`src/rtl/bp_pkg.sv`:
```
// Shared definitions for the branch resolve unit: FSM states and instruction size.
// Latency: n/a (types and constants only).
// Backpressure: n/a.
package bp_pkg;

    // RUN resolves branches in ID; SQUASH covers the one wrong-path slot after a flush.
    typedef enum logic {
        RUN    = 1'b0,
        SQUASH = 1'b1
    } brs_state_t;

    // Fixed instruction size; fall-through PC is pc + INSN_BYTES.
    localparam int unsigned INSN_BYTES = 4;

endpackage

```
`src/rtl/sat_counter.sv`:
```
// Saturating up-counter: counts inc pulses and sticks at all-ones.
// Latency: count reflects an inc on the following rising edge.
// Backpressure: none; inc is sampled every cycle.
module sat_counter #(
    parameter int WIDTH = 32
) (
    input  logic             clk,
    input  logic             arst_n,
    input  logic             inc,
    output logic [WIDTH-1:0] count
);

    // Increment on inc unless already at the maximum value.
    always_ff @(posedge clk or negedge arst_n) begin
        if (!arst_n) begin
            count <= '0;
        end else if (inc && (count != {WIDTH{1'b1}})) begin
            count <= count + 1'b1;
        end
    end

endmodule

```
`src/rtl/branch_resolve_unit.sv`:
```
// Resolves ID-stage branches against the IF-time prediction; flushes and updates predictor.
// Latency: flush/redirect/update are combinational from the IF/ID record; counters lag one edge.
// Backpressure: stall freezes the IF/ID record and suppresses resolution until released.
module branch_resolve_unit
    import bp_pkg::*;
#(
    parameter int XLEN  = 64,
    parameter int CNT_W = 32
) (
    input  logic             clk,
    input  logic             arst_n,
    input  logic             stall,
    input  logic             if_valid,
    input  logic [XLEN-1:0]  if_pc,
    input  logic             pred_taken,
    input  logic [XLEN-1:0]  pred_target,
    input  logic             id_is_branch,
    input  logic             id_taken,
    input  logic [XLEN-1:0]  id_target,
    output logic             flush,
    output logic [XLEN-1:0]  redirect_pc,
    output logic             upd_valid,
    output logic             upd_correct,
    output logic [XLEN-1:0]  upd_pc,
    output logic [CNT_W-1:0] branch_cnt,
    output logic [CNT_W-1:0] mispred_cnt
);

    brs_state_t      state, state_nxt;

    // IF/ID record: the instruction now in ID plus what was predicted for it at fetch.
    logic            id_v;
    logic [XLEN-1:0] id_pc;
    logic            id_pt;
    logic [XLEN-1:0] id_ptgt;

    logic            resolve;
    logic            mispredict;
    logic            pred_wrong;

    // Prediction check independent of state; a predicted-taken non-branch is an alias hit.
    always_comb begin
        if (id_is_branch) begin
            pred_wrong = (id_pt != id_taken) || (id_pt && id_taken && (id_ptgt != id_target));
        end else begin
            pred_wrong = id_pt;
        end
    end

    // Next-state and resolution outputs; nothing resolves while squashing or stalled.
    always_comb begin
        state_nxt  = state;
        resolve    = 1'b0;
        mispredict = 1'b0;
        unique case (state)
            RUN: begin
                resolve    = id_v && !stall;
                mispredict = resolve && pred_wrong;
                if (mispredict) begin
                    state_nxt = SQUASH;
                end
            end
            SQUASH: begin
                if (!stall) begin
                    state_nxt = RUN;
                end
            end
            default: state_nxt = RUN;
        endcase
    end

    assign flush       = mispredict;
    assign redirect_pc = (id_is_branch && id_taken) ? id_target : id_pc + XLEN'(INSN_BYTES);
    assign upd_valid   = resolve && id_is_branch;
    assign upd_correct = !mispredict;
    assign upd_pc      = id_pc;

    // FSM state register.
    always_ff @(posedge clk or negedge arst_n) begin
        if (!arst_n) begin
            state <= RUN;
        end else begin
            state <= state_nxt;
        end
    end

    // Advance the IF/ID record when not stalled; the slot fetched alongside a flush is wrong-path.
    always_ff @(posedge clk or negedge arst_n) begin
        if (!arst_n) begin
            id_v    <= 1'b0;
            id_pc   <= '0;
            id_pt   <= 1'b0;
            id_ptgt <= '0;
        end else if (!stall) begin
            id_v    <= if_valid && !mispredict;
            id_pc   <= if_pc;
            id_pt   <= pred_taken;
            id_ptgt <= pred_target;
        end
    end

    sat_counter #(.WIDTH(CNT_W)) u_branch_cnt (
        .clk    (clk),
        .arst_n (arst_n),
        .inc    (upd_valid),
        .count  (branch_cnt)
    );

    sat_counter #(.WIDTH(CNT_W)) u_mispred_cnt (
        .clk    (clk),
        .arst_n (arst_n),
        .inc    (upd_valid && !upd_correct),
        .count  (mispred_cnt)
    );

endmodule

```
`config.mk`:
```
export PLATFORM = sky130hd
export DESIGN_NAME = branch_resolve_unit
export DESIGN_NICKNAME = d
export VERILOG_FILES = /design/src/rtl/bp_pkg.sv /design/src/rtl/sat_counter.sv /design/src/rtl/branch_resolve_unit.sv
export SDC_FILE = /design/constraint.sdc
export NUM_CORES = 1
export LEC_CHECK = 0
export ABC_AREA = 1
export ABC_CLOCK_PERIOD_IN_PS = 2300
export BUFFER_PORTS_ARGS = -buffer_cell sky130_fd_sc_hd__buf_4
export CAP_MARGIN = 10
export CELL_PAD_IN_SITES_DETAIL_PLACEMENT = 2
export CELL_PAD_IN_SITES_GLOBAL_PLACEMENT = 2
export CORE_ASPECT_RATIO = 0.8
export CORE_MARGIN = 2
export CORE_UTILIZATION = 27
export DETAILED_ROUTE_END_ITERATION = 10
export HOLD_SLACK_MARGIN = 0.02
export PLACE_DENSITY_LB_ADDON = 0.1
export SETUP_SLACK_MARGIN = 0.15
export SLEW_MARGIN = 5
export SYNTH_ARGS = -nofsm -noshare
export SYNTH_HDL_FRONTEND = slang
export SYNTH_SLANG_ARGS = --single-unit
```
`constraint.sdc`:
```
create_clock -name clk -period 2.3 [get_ports clk]
set_input_delay 0.23 -clock clk [delete_from_list [all_inputs] [get_ports clk]]
set_output_delay 0.23 -clock clk [all_outputs]
set_load 0.01 [all_outputs]
```
==> Yosys cells after proc, flatten, opt, wreduce, memory -nomap -nowiden <==
Index checks and enable logic that the tools add are counted.
{ "totals": {"ff_bits": 195, "inputBits": 199, "output_inout_bits": 195, "word_cells": 35} }
{ "classes": {"addsub": 3, "n_eq_ne": 4, "n_mux": 7, "n_bitwise": 1, "n_reduce_logical": 13} }
{ "op_table": {"columns": ["cell", "n"], "rows": [
  ["adder 32 x 1 -> 32 bit, second input constant", 2],
  ["adder 64 x 3 -> 64 bit, second input constant", 1],
  ["two-way mux 64 bit", 1],
  ["!= test 32 bit, second input constant", 2],
  ["!= test 64 bit", 1],
  ["logical AND 1 bit", 10],
  ["two-way mux 1 bit", 5],
  ["logical NOT 1 bit", 2],
  ["one-hot mux 1 bit (2 select lines)", 1],
  ["logical OR 1 bit", 1],
  ["!= test 1 bit", 1],
  ["NOT 1 bit", 1]
]} }

==> Depth between registers and ports, before layout <==
Gate-level depths: netlist of run 1.
{ "logic_depth": {"depth_word": 8, "mapped_depth": 15, "ltp_nobuf": 14} }

==> Hierarchy <==
A second synthesis of run 1 with hierarchy kept.
{ "unflattened": {"cells_unflattened": 2006, "hier_area_um2": 13041.3} }
{ "by_module_without_submodules": {"columns": ["mod", "n_inst", "cells_each", "area_each_um2", "seq_area_each_um2"], "rows": [
  ["branch_resolve_unit", 1, 1340, 8659.6, 3278.1],
  ["sat_counter", 2, 333, 2190.9, 800.8]
]} }

==> Worst setup path before layout of run 1 <==
Ideal clock, no wire load.
{ "synth_path": {"kind": "register to output", "start": "register id_pc[2] (netlist: upd_pc[2])", "end": "output redirect_pc[62]", "arrival_ns": 1.844, "required_ns": 2.070, "path_slack_ns": 0.226, "stages_incl_launch_ff": 11, "n_path_buf": 0, "path_cell_list": "dfrtp_1 -> ha_1 -> nand2_1 -> inv_1 -> nand2_1 -> inv_1 -> nand3_1 -> nor3_1 -> nand3_1 -> xor2_1 -> o21ai_0"} }
{ "synth_via": {"elab_chain_len": 2} }
{ "synth_lines": {"columns": ["item", "line", "rtl"], "rows": [
  ["from (decl)", "branch_resolve_unit.sv:33", "logic [XLEN-1:0] id_pc;"],
  ["from (signal assigned)", "branch_resolve_unit.sv:96", "id_pc <= if_pc;"],
  ["adder 64 x 3 -> 64 bit", "branch_resolve_unit.sv:73", "assign redirect_pc = (id_is_branch && id_taken) ? id_target : id_pc + XLEN'(INSN_BYTES);"],
  ["two-way mux 64 bit", "branch_resolve_unit.sv:73", null],
  ["to (decl)", "branch_resolve_unit.sv:21", "output logic [XLEN-1:0] redirect_pc,"]
]} }
No other way between the ends.

==> Worst setup path in the final report of run 1 <==
{ "layout_path": {"start": "register id_pc[27] (netlist: upd_pc[27])", "end": "output redirect_pc[56]"} }
The elaborated chain is that of the path after synthesis.

==> impl_metrics.py, run 1 <==
metrics = {
    "status": {
        "status": "finished with violations",
        "violations": "setup timing",
    },
    "sta": {
        "worst_pin_slew_ns": 1.042,
        "setup_viol": 93,
        "rsz0062_at_grt": "yes",
        "post-route-min-period_ns": 3.439,
        "hold_violations": 0,
        "slew_viol_final": 0,
        "finalWorstSetupSlack_ns": -1.139,
        "relSlewSlack_pct": 30.53,
        "fmax_ghz": 0.2907,
        "finalClockSkew_ns": 0.02227,
        "fin_crit_sh_pct": 149.5,
    },
    "clock_tree": {
        "cts_root_buffer": "clkbuf_16",
        "cts_tree": "done",
        "numCtsBuffers": 17,
        "h-tree-depth": 4,
        "cts.path.max_buffers": 2,
        "clk_pin_slew_ns": 0.09,
        "clock_sinks": 195,
        "clk_latency_ns": 0.51,
    },
    "pwr": {
        "p_sw_w": 0.004266,
        "pwr_density_cell_mw_per_mm2": 501.5,
        "power_frac_seq_pct": 36.9,
        "p_int_w": 0.006796,
        "pwr-share-comb_pct": 33.7,
        "netSwitchingFraction_pct": 38.57,
        "total_leakage_power_nw": 11.17,
        "clkPwrFrac_pct": 29.4,
        "ir_drop_v": 0.0005191,
    },
    "floorplanning": {
        "fp.coreArea_mm2": 0.04463,
        "rows": 69,
        "start_util_pct": 27.51,
        "die_y_um": 194.7,
        "ios": 394,
        "fp.dieW_um": 242.4,
        "dieArea_mm2": 0.04720,
    },
    "logic_synthesis": {
        "yosysWarningCount": 0,
        "synthAdderAreaFrac_pct": 0.4077,
        "muxShareOfSynthArea_pct": 0,
        "netlist_instances": 1832,
        "yosysUniqueCellTypes": 31,
        "synth_edf_count": 0,
        "yosys.area_share.simple_pct": 37.27,
        "ys_ff_latch": 195,
        "netlist_area_mm2": 0.01228,
        "syn_avg_cell_area_um2": 6.701,
        "synth_top_family_by_area": "simple AND/OR/NAND/NOR gates",
        "synthXorXnorAreaFrac_pct": 8.775,
        "synthArstFlopShare_pct": 100.0,
        "synth_compound_area_share_pct": 5.707,
        "yosysSeqAreaShare_pct": 39.75,
        "ys.flop_type": "dfrtp_1",
        "syn-num-nets": 2035,
    },
    "critical_path": {
        "critPathLaunchType": "flop",
        "cp_max_fo": 4,
        "crit_required_ns": 2.07,
        "worstPathArrival_ns": 3.21,
        "end_kind": "output port",
        "path_class": "flop to output port",
    },
    "finish": {
        "drive_gt1_share_pct": 41.31,
        "area_growth_pct": 79.65,
        "nNetsFinal": 2774,
        "final_common_cell": "nand2_1",
        "final_cell_mix": "nand2_1, buf_4, dfrtp_1",
        "fillers": 5035,
        "final_area_mm2": 0.02205,
    },
    "drt": {
        "drt_iter0_drc": 1303,
        "drt_wl_total_um": 99070,
        "post_drt_wl_per_cell_um": 30.98,
        "viasPerCell": 5.452,
        "dr.pass1.iters": 5,
        "postRouteAntennaNets": 0,
        "vias": 17430,
        "drcViolationCount": 0,
    },
    "placed_design": {
        "gp_congestion": 0.8896,
        "hpwl_um": 49150,
        "preCtsSetupSlack_ns": -0.2383,
        "io_buffers": 393,
        "place_area_mm2": 0.01702,
    },
    "hold_path": {
        "hp-class": "input pin to async pin",
    },
    "global_routing": {
        "grt_max_degree": 203,
        "grt_pass1_vias": 17950,
        "grt_pass1_wl_um": 113300,
        "antenna_found_initial": 11,
        "overflow": 0,
        "grtUsageTotal_pct": 31.49,
    },
    "run": {
        "maxCapViolCount": 0,
    },
}
[critical path, cell delays in order, from the launching register on]
cell,delay [ns]
dfrtp_1,0.45
inv_1,0.19
nor3_2,0.34
nand2_2,0.22
inv_1,0.11
nand4_1,0.41
inv_1,0.19
nand2_2,0.09
o21bai_1,0.25
nand3_2,0.19
o21ai_2,0.11
buf_4,0.15
[synthesized netlist by cell type, types with 3 or more instances]
library cell	number	share of area, %
nand2_1	746	23
nand4_1	64	3.3
clkbuf_1	40	1.2
nor2_1	184	5.6
ha_1	4	0.41
nor3_1	57	2.3
o21ai_0	133	5.4
xor2_1	77	5.5
nor4_1	9	0.46
buf_6	3	0.28
buf_1	5	0.15
nand3_1	42	1.7
inv_1	193	5.9
nor2_2	3	0.15
dfrtp_1	195	40
xnor2_1	46	3.3
buf_2	8	0.33
nor3_2	3	0.24
[cell type report]
class | count | area [µm²] | area share (%)
diodes | 12 | 30.03 | 0.1362
repair buffers | 778 | 6570 | 29.79
flip-flops and latches | 195 | 4907 | 22.25
multi-input cells | 1383 | 8481 | 38.45
inverters | 196 | 762.0 | 3.455
clock inverters | 11 | 103.9 | 0.4709
well taps | 603 | 754.5 | 3.421
clock buffers | 20 | 446.7 | 2.025
[sequential cells by signal (all words and copies together), names as in the netlist]
name and cells:
id_pt 1, id_ptgt 64, id_v 1, state 1, u_branch_cnt.count 32, u_mispred_cnt.count 32
upd_pc 64
[repair_timing]
item,in CTS,in global routing
resized for setup,296,364
gates cloned,0,2
buffers inserted,49,45
endpoints found under the setup margin,63,127
hold buffers,131,0
hold endpoints to repair,166,0
pin swaps,81,145
[final timing paths]
kind | startpoint | end | slack, ns | cells past startpoint
max in group asynchronous | arst_n | upd_pc[36]$_DFFE_PN0N_ | 1.32 | 3
min reg2reg | u_branch_cnt.count[31]$_DFFE_PN0P_ | u_branch_cnt.count[31]$_DFFE_PN0P_ | 0.51 | 1
min in group clk | id_is_branch | state$_DFF_PN0_ | 0.30 | 5
max | upd_pc[27]$_DFFE_PN0N_ | redirect_pc[56] | -1.14 | 11
max reg2reg | id_ptgt[45]$_DFFE_PN0N_ | u_mispred_cnt.count[30]$_DFFE_PN0P_ | -0.24 | 16
min | arst_n | upd_pc[9]$_DFFE_PN0N_ | 0.24 | 2
[power by group through the flow]
stage | clock (W) | sequential [W] | combinational (W)
6_report | 0.00326 | 0.00408 | 0.00373
5_1_grt | 0.00337 | 0.00410 | 0.00388
4_1_cts | 0.00316 | 0.00396 | 0.00298
3_5_place_dp | 0 | 0.00402 | 0.00256
3_3_place_gp | 0 | 0.00400 | 0.00249
2_1_floorplan | 0 | 0.00408 | 0.000894
[stage by stage]
step	instances	TNS, ns	power, W	hold WS (ns)	utilization, %
after detailed placement	2928	-1.085	0.006582	0.1607	38.13
after global placement	2928	-0.2451	0.006490	0.1658	38.13
after CTS	3139	-15.81	0.01011	0.2396	45.46
after floorplan	1832	0	0.004974	-0.06559	-
after global routing	3196	-46.73	0.01135	0.2674	49.40
final	3198	-41.98	0.01106	0.2363	49.41
[routing by layer]
metal | global-route usage [%] | wire (µm) | vias to the layer above
li1 | - | - | 7196
met1 | 37.61 | 37510 | 8824
met2 | 55.68 | 47300 | 989
met3 | 5.689 | 7004 | 419
met4 | 12.89 | 7210 | 6
met5 | 0 | 42 | -
[logic make-up (layout without fill, tap and decap cells)]
family	Yosys count	after routing
AND/OR/NAND/NOR	1117	1117
AO/OA/AOI/OAI	139	139
other	0	12
buffers and inverters	254	1005
XOR/XNOR	123	123
adder cells (fa/ha/maj)	4	4
flip-flops	195	195
(Power assumes the default switching activity.)
==> inputs of run 2 (changes only) <==
- CELL_PAD_IN_SITES_DETAIL_PLACEMENT: 2 -> 0
- CELL_PAD_IN_SITES_GLOBAL_PLACEMENT: 2 -> 1
- CORE_UTILIZATION: 27 -> 36
==> run 2 against run 1 <==
The run still ends with setup timing left. Clock skew decreased by 0.0054 ns. Sequential cell count stayed put. Final cell count fell by 7.2%. Maximum frequency up 26%. Sequential power is 2% lower. Sequential share of layout area increased by 1.3 points. Critical path depth increased by 2. Setup slack improved by 0.72 ns. Design area is 5.8% lower. Clock power shrank 6%. Via count decreased by 16%. First-iteration DRC count down 29%.
==> impl_metrics.py, run 2 (same netlist as run 1, synthesis figures left out) <==
metrics = {
    "pwr": {
        "pwr_density_cell_mw_per_mm2": 480.3,
        "p_sw_w": 0.003387,
        "total_leakage_power_nw": 10.67,
        "ir_drop_v": 0.0004464,
        "netSwitchingFraction_pct": 33.94,
        "power_frac_seq_pct": 39.8,
        "clkPwrFrac_pct": 30.8,
        "p_int_w": 0.006593,
        "pwr-share-comb_pct": 29.4,
    },
    "hold_path": {
        "worstHoldPathCells": 3,
        "hp-class": "input pin to flop",
        "hold_path_startpoint": "if_pc[2]",
        "hold_path_end": "upd_pc[2]$_DFFE_PN0N_",
    },
    "sta": {
        "setup_tns_ns": -13.65,
        "finalWorstSetupSlack_ns": -0.4193,
        "finalClockSkew_ns": 0.01691,
        "hold_violations": 0,
        "post-route-min-period_ns": 2.719,
        "hold_slack_ns": 0.07144,
        "rsz0062_at_grt": "yes",
        "worst_pin_slew_ns": 1.085,
        "slew_viol_final": 0,
        "relSlewSlack_pct": 27.68,
        "fin_crit_sh_pct": 118.2,
        "setup_viol": 55,
        "fmax_ghz": 0.3677,
    },
    "finish": {
        "multi_input_area_mm2": 0.007885,
        "final_area_mm2": 0.02078,
        "drive_gt1_share_pct": 35.88,
        "final_common_cell": "nand2_1",
        "fillers": 3047,
        "seq_area_mm2": 0.004890,
        "nNetsFinal": 2721,
        "area_growth_pct": 69.24,
        "fin_cells": 2967,
        "final_cell_mix": "nand2_1, buf_4, dfrtp_1",
    },
    "critical_path": {
        "end_kind": "output port",
        "r2r_end": "u_branch_cnt.count[14]$_DFFE_PN0P_",
        "crit_start": "upd_pc[2]$_DFFE_PN0N_",
        "rrSetupSlack_ns": 0.28,
        "worstPathCellList": "ha_2 > nand2_2 > inv_2 > nand2_4 > inv_4 > buf_6 > nand3_4 > nor3_4 > nand3_2 > xor2_1 > buf_4 > o21ai_2 > buf_6",
        "critPathLaunchType": "flop",
        "crit_required_ns": 2.07,
        "timing.critical_path.mode_cell": "buf_6",
        "rr_worst_depth": 13,
        "r2r_start": "u_branch_cnt.count[1]$_DFFE_PN0P_",
        "worstPathArrival_ns": 2.49,
        "path_class": "flop to output port",
        "cp_max_fo": 3,
        "critPathBufInv": 5,
        "slowest_stage": "dfrtp_1",
        "cp_slowest_stage_delay_ns": 0.39,
        "crit_family": "buffers and inverters",
    },
    "placed_design": {
        "io_buffers": 393,
        "hpwl_um": 39030,
        "place_inst": 2728,
        "place_area_mm2": 0.01654,
        "gp_congestion": 0.9372,
    },
    "drt": {
        "drcViolationCount": 0,
        "viasPerCell": 4.910,
        "vias": 14570,
        "drt_wl_total_um": 53400,
        "drt_iter0_drc": 925,
        "dr.pass1.iters": 5,
        "post_drt_wl_per_cell_um": 18.00,
        "postRouteAntennaNets": 0,
    },
    "clock_tree": {
        "clock_sinks": 195,
        "h-tree-depth": 4,
        "clk_latency_ns": 0.47,
        "cts_tree": "done",
        "cts_root_buffer": "clkbuf_16",
        "numCtsBuffers": 17,
        "clk_pin_slew_ns": 0.07,
        "cts.path.max_buffers": 2,
    },
    "floorplanning": {
        "fp.dieW_um": 210.5,
        "rows": 60,
        "dieArea_mm2": 0.03560,
        "fp.coreArea_mm2": 0.03363,
        "start_util_pct": 36.50,
        "die_y_um": 169.2,
        "ios": 394,
    },
    "global_routing": {
        "grt_max_degree": 203,
        "overflow": 0,
        "grtUsageTotal_pct": 28.89,
        "antenna_found_initial": 3,
        "grt_pass1_vias": 14250,
        "grt_pass1_wl_um": 78880,
    },
    "status": {
        "violations": "setup timing",
        "status": "finished with violations",
    },
    "run": {
        "maxCapViolCount": 0,
    },
}
==> run 2: area by class of cell <==
cell class	instances	share of cell area, %
antenna	2	0.02409
inverter	196	3.655
multi-input combinational	1383	37.95
clock inverter	14	0.6684
tap	434	2.614
clock buffer	18	2.114
sequential	195	23.53
timing repair buffer	725	29.44
==> run 2: metrics by stage <==
stage	worst slack, ns	power (W)	utilization, %
after global routing	-0.5402	0.01046	61.77
after CTS	-0.3521	0.009795	58.04
after floorplan	0.2265	0.004974	-
after detailed placement	-0.2761	0.006368	49.19
after global placement	-0.3389	0.006346	49.19
final	-0.4193	0.009980	61.78
==> run 2: power by group through the flow <==
stage	Clock (W)	Sequential [W]	Combinational [W]
6_report	0.00307	0.00398	0.00293
5_1_grt	0.00327	0.00401	0.00317
4_1_cts	0.00314	0.00397	0.00269
3_5_place_dp	0	0.00403	0.00234
3_3_place_gp	0	0.00401	0.00233
2_1_floorplan	0	0.00408	0.000894
==> run 2: worst max-delay path by stage <==
stage,endpoint,slack (ns),cells past startpoint
finish,redirect_pc[62],-0.42,13
global route,redirect_pc[62],-0.54,13
CTS,redirect_pc[51],-0.35,10
detailed placement,redirect_pc[27],-0.28,11
global placement,redirect_pc[27],-0.34,11
floorplan,redirect_pc[62],0.23,10
==> run 2: timing repair <==
item,4_1_cts,5_1_grt
resized for setup,243,236
endpoints found under the setup margin,56,124
hold buffers,129,0
pin swaps,64,101
hold endpoints to repair,168,0
setup buffers,39,37
==> run 2: layer usage <==
| layer | share of wire (%) | global-route usage [%] |
|---|---|---|
| met5 | 0.051 | 0 |
| met4 | 3.0 | 9.124 |
| met3 | 6.4 | 6.144 |
| met2 | 47 | 46.85 |
| met1 | 44 | 38.73 |
==> run 2: worst register-to-register path: stages, from the launching register on <==
cell	delay [ns]
dfrtp_1	0.41
ha_2	0.19
inv_2	0.05
nor2_4	0.10
nand3_2	0.11
nor2_4	0.14
inv_2	0.06
nor2_2	0.11
nand2_1	0.07
nand2_2	0.10
clkinvlp_4	0.21
buf_6	0.18
nand3_1	0.07
xor2_1	0.14
==> inputs of run 3 (changes only) <==
- SYNTH_HIERARCHICAL: unset -> 1
==> run 3 against run 2 <==
The flow still finishes with violations (setup timing). Register-to-register slack worse by 0.41 ns. Routed wire length up 0.66%. Design area up 0.42%. First-iteration DRC count down 5.7%. Critical path type unchanged.
==> impl_metrics.py, run 3 <==
metrics = {
    "status": {
        "status": "finished with violations",
        "violations": "setup timing",
    },
    "drt": {
        "drcViolationCount": 0,
        "drt_iter0_drc": 872,
        "vias": 15240,
        "post_drt_wl_per_cell_um": 17.00,
        "dr.pass1.iters": 6,
        "viasPerCell": 4.820,
        "drt_wl_total_um": 53760,
        "postRouteAntennaNets": 0,
    },
    "logic_synthesis": {
        "yosysSeqAreaShare_pct": 37.42,
        "yosysTopAreaCellShare_pct": 37.42,
        "netlist_instances": 2006,
        "syn-num-nets": 2209,
        "syn_avg_cell_area_um2": 6.501,
        "ys.flop_type": "dfrtp_1",
        "yosysWarningCount": 6,
        "post-synth-top-count-cell": "nand2_1",
        "synthXorXnorAreaFrac_pct": 4.970,
        "yosys.area.top_type": "dfrtp_1",
        "synth_edf_count": 0,
        "ys_top_cells_by_count": "nand2_1, nor2_1, inv_1",
        "netlist_area_mm2": 0.01304,
        "yosysUniqueCellTypes": 42,
        "muxShareOfSynthArea_pct": 0,
        "synth_top_family_by_area": "simple AND/OR/NAND/NOR gates",
        "ys_ff_latch": 195,
        "synthTopCellsByArea": "dfrtp_1, nand2_1, nor2_1",
        "synth_compound_area_share_pct": 5.757,
        "synthArstFlopShare_pct": 100.0,
        "yosys.area_share.simple_pct": 43.08,
        "synthAdderAreaFrac_pct": 0.3838,
    },
    "pwr": {
        "p_int_w": 0.006493,
        "clkPwrFrac_pct": 31.7,
        "p_sw_w": 0.003064,
        "pwr-share-comb_pct": 26.9,
        "netSwitchingFraction_pct": 32.06,
        "ir_drop_v": 0.0004000,
        "pwr_density_cell_mw_per_mm2": 458.1,
        "total_leakage_power_nw": 10.44,
        "power_frac_seq_pct": 41.4,
    },
    "floorplanning": {
        "rows": 62,
        "ios": 394,
        "die_y_um": 174.2,
        "fp.dieW_um": 216.8,
        "dieArea_mm2": 0.03777,
        "fp.coreArea_mm2": 0.03576,
        "start_util_pct": 36.47,
    },
    "sta": {
        "finalClockSkew_ns": 0.01113,
        "hold_slack_ns": 0.06412,
        "relSlewSlack_pct": 42.39,
        "fin_crit_sh_pct": 112.8,
        "finalWorstSetupSlack_ns": -0.2947,
        "hold_violations": 0,
        "fmax_ghz": 0.3854,
        "post-route-min-period_ns": 2.595,
        "worst_pin_slew_ns": 0.8641,
        "setup_viol": 59,
        "slew_viol_final": 0,
        "rsz0062_at_grt": "yes",
    },
    "critical_path": {
        "r2r_start": "id_ptgt[9]$_DFFE_PN0N_",
        "rrSetupSlack_ns": -0.13,
        "endpoint": "redirect_pc[56]",
        "crit_required_ns": 2.07,
        "path_class": "flop to output port",
        "critPathLaunchType": "flop",
        "r2r_end": "u_mispred_cnt/count[26]$_DFFE_PN0P_",
        "worstPathArrival_ns": 2.36,
        "crit_start": "upd_pc[5]$_DFFE_PN0N_",
        "end_kind": "output port",
        "rr_worst_depth": 22,
        "cp_max_fo": 4,
    },
    "finish": {
        "fin_cells": 3162,
        "final_common_cell": "nand2_1",
        "area_growth_pct": 59.98,
        "drive_gt1_share_pct": 33.78,
        "nNetsFinal": 2867,
        "final_util_pct": 58.34,
        "final_cell_mix": "nand2_1, buf_4, inv_1",
        "fillers": 3464,
    },
    "clock_tree": {
        "clock_sinks": 195,
        "clk_latency_ns": 0.47,
        "h-tree-depth": 4,
        "numCtsBuffers": 17,
        "cts_tree": "done",
        "cts.path.max_buffers": 2,
        "clk_pin_slew_ns": 0.07,
        "cts_root_buffer": "clkbuf_16",
    },
    "global_routing": {
        "grtUsageTotal_pct": 28.03,
        "overflow": 0,
        "antenna_found_initial": 7,
        "grt_pass1_vias": 14730,
        "grt_max_degree": 200,
        "grt_pass1_wl_um": 81910,
    },
    "placed_design": {
        "hpwl_um": 39660,
        "place_inst": 2906,
        "io_buffers": 393,
        "gp_congestion": 0.8958,
    },
    "run": {
        "maxCapViolCount": 0,
    },
    "hold_path": {
        "hp-class": "input pin to flop",
    },
}
## run 3: critical path: stages (launching register included)
cell and delay (ns):
dfrtp_1 0.42, nand4_1 0.21, nor2_4 0.18, nand2_4 0.11, nor3_4 0.21, nand3_2 0.18, o21bai_1 0.19, nand3_2 0.15
o21ai_2 0.11, buf_4 0.14
## run 3: per-layer routing
| metal | global-route usage [%] | wire [µm] | up-vias |
|---|---|---|---|
| li1 | - | - | 7509 |
| met1 | 37.18 | 23750 | 7229 |
| met2 | 45.79 | 25560 | 428 |
| met3 | 5.687 | 3040 | 72 |
| met4 | 9.104 | 1396 | 2 |
| met5 | 0 | 13 | - |
## run 3: worst min path at each step
stage               startpoint                      end  slack, ns  cells past startpoint
floorplan               arst_n        id_pt$_DFFE_PN0N_      -0.07                      0
global placement        arst_n  id_ptgt[22]$_DFFE_PN0N_       0.30                      1
detailed placement      arst_n  id_ptgt[19]$_DFFE_PN0N_       0.30                      1
CTS                  if_pc[34]   upd_pc[34]$_DFFE_PN0N_       0.03                      3
global route         if_pc[34]   upd_pc[34]$_DFFE_PN0N_       0.07                      3
finish               if_pc[34]   upd_pc[34]$_DFFE_PN0N_       0.06                      3
## run 3: area by class of cell
type / instances / area [µm²] / share of cell area, %
multi-input cells: 1541 / 8133 / 38.98
repair buffers: 692 / 5808 / 27.84
flip-flops and latches: 195 / 4910 / 23.53
inverters: 217 / 837.1 / 4.012
well taps: 480 / 600.6 / 2.879
clock buffers: 20 / 456.7 / 2.189
clock inverters: 11 / 103.9 / 0.4978
diodes: 6 / 15.01 / 0.07196
## run 3: cells by family (layout without fill, tap and decap cells)
| kind of cell | Yosys count | in the layout |
|---|---|---|
| buffers and inverters | 270 | 940 |
| other | 0 | 6 |
| AND/OR/NAND/NOR | 1318 | 1318 |
| flip-flops | 195 | 195 |
| adder cells (fa/ha/maj) | 4 | 4 |
| AO/OA/AOI/OAI | 145 | 145 |
| XOR/XNOR | 74 | 74 |
## run 3: repair_timing
item                                    in CTS  in global routing
cloned                                       1                  0
endpoints found under the hold margin      187                  0
buffers inserted                            51                 38
endpoints found under the setup margin      91                 95
pin swaps                                   68                 92
hold buffers                               129                  0
resized for setup                          219                161
## run 3: metrics by stage
step	worst slack, ns	TNS [ns]	area [µm²]	total power (W)
6_report	-0.2947	-8.986	20860	0.009557
5_1_grt	-0.4244	-20.52	20860	0.01004
4_1_cts	-0.3251	-11.10	20040	0.009476
3_5_place_dp	-0.1721	-2.367	17030	0.006083
3_3_place_gp	-0.1185	-2.458	17030	0.006060
2_1_floorplan	0.1642	0	13070	0.004864
## run 3: power by group through the flow
stage | clock (W) | sequential, W | combinational [W]
after detailed placement | 0 | 0.00400 | 0.00208
after floorplan | 0 | 0.00402 | 0.000845
final | 0.00303 | 0.00395 | 0.00258
after CTS | 0.00309 | 0.00394 | 0.00244
after global placement | 0 | 0.00399 | 0.00207
after global routing | 0.00323 | 0.00399 | 0.00281
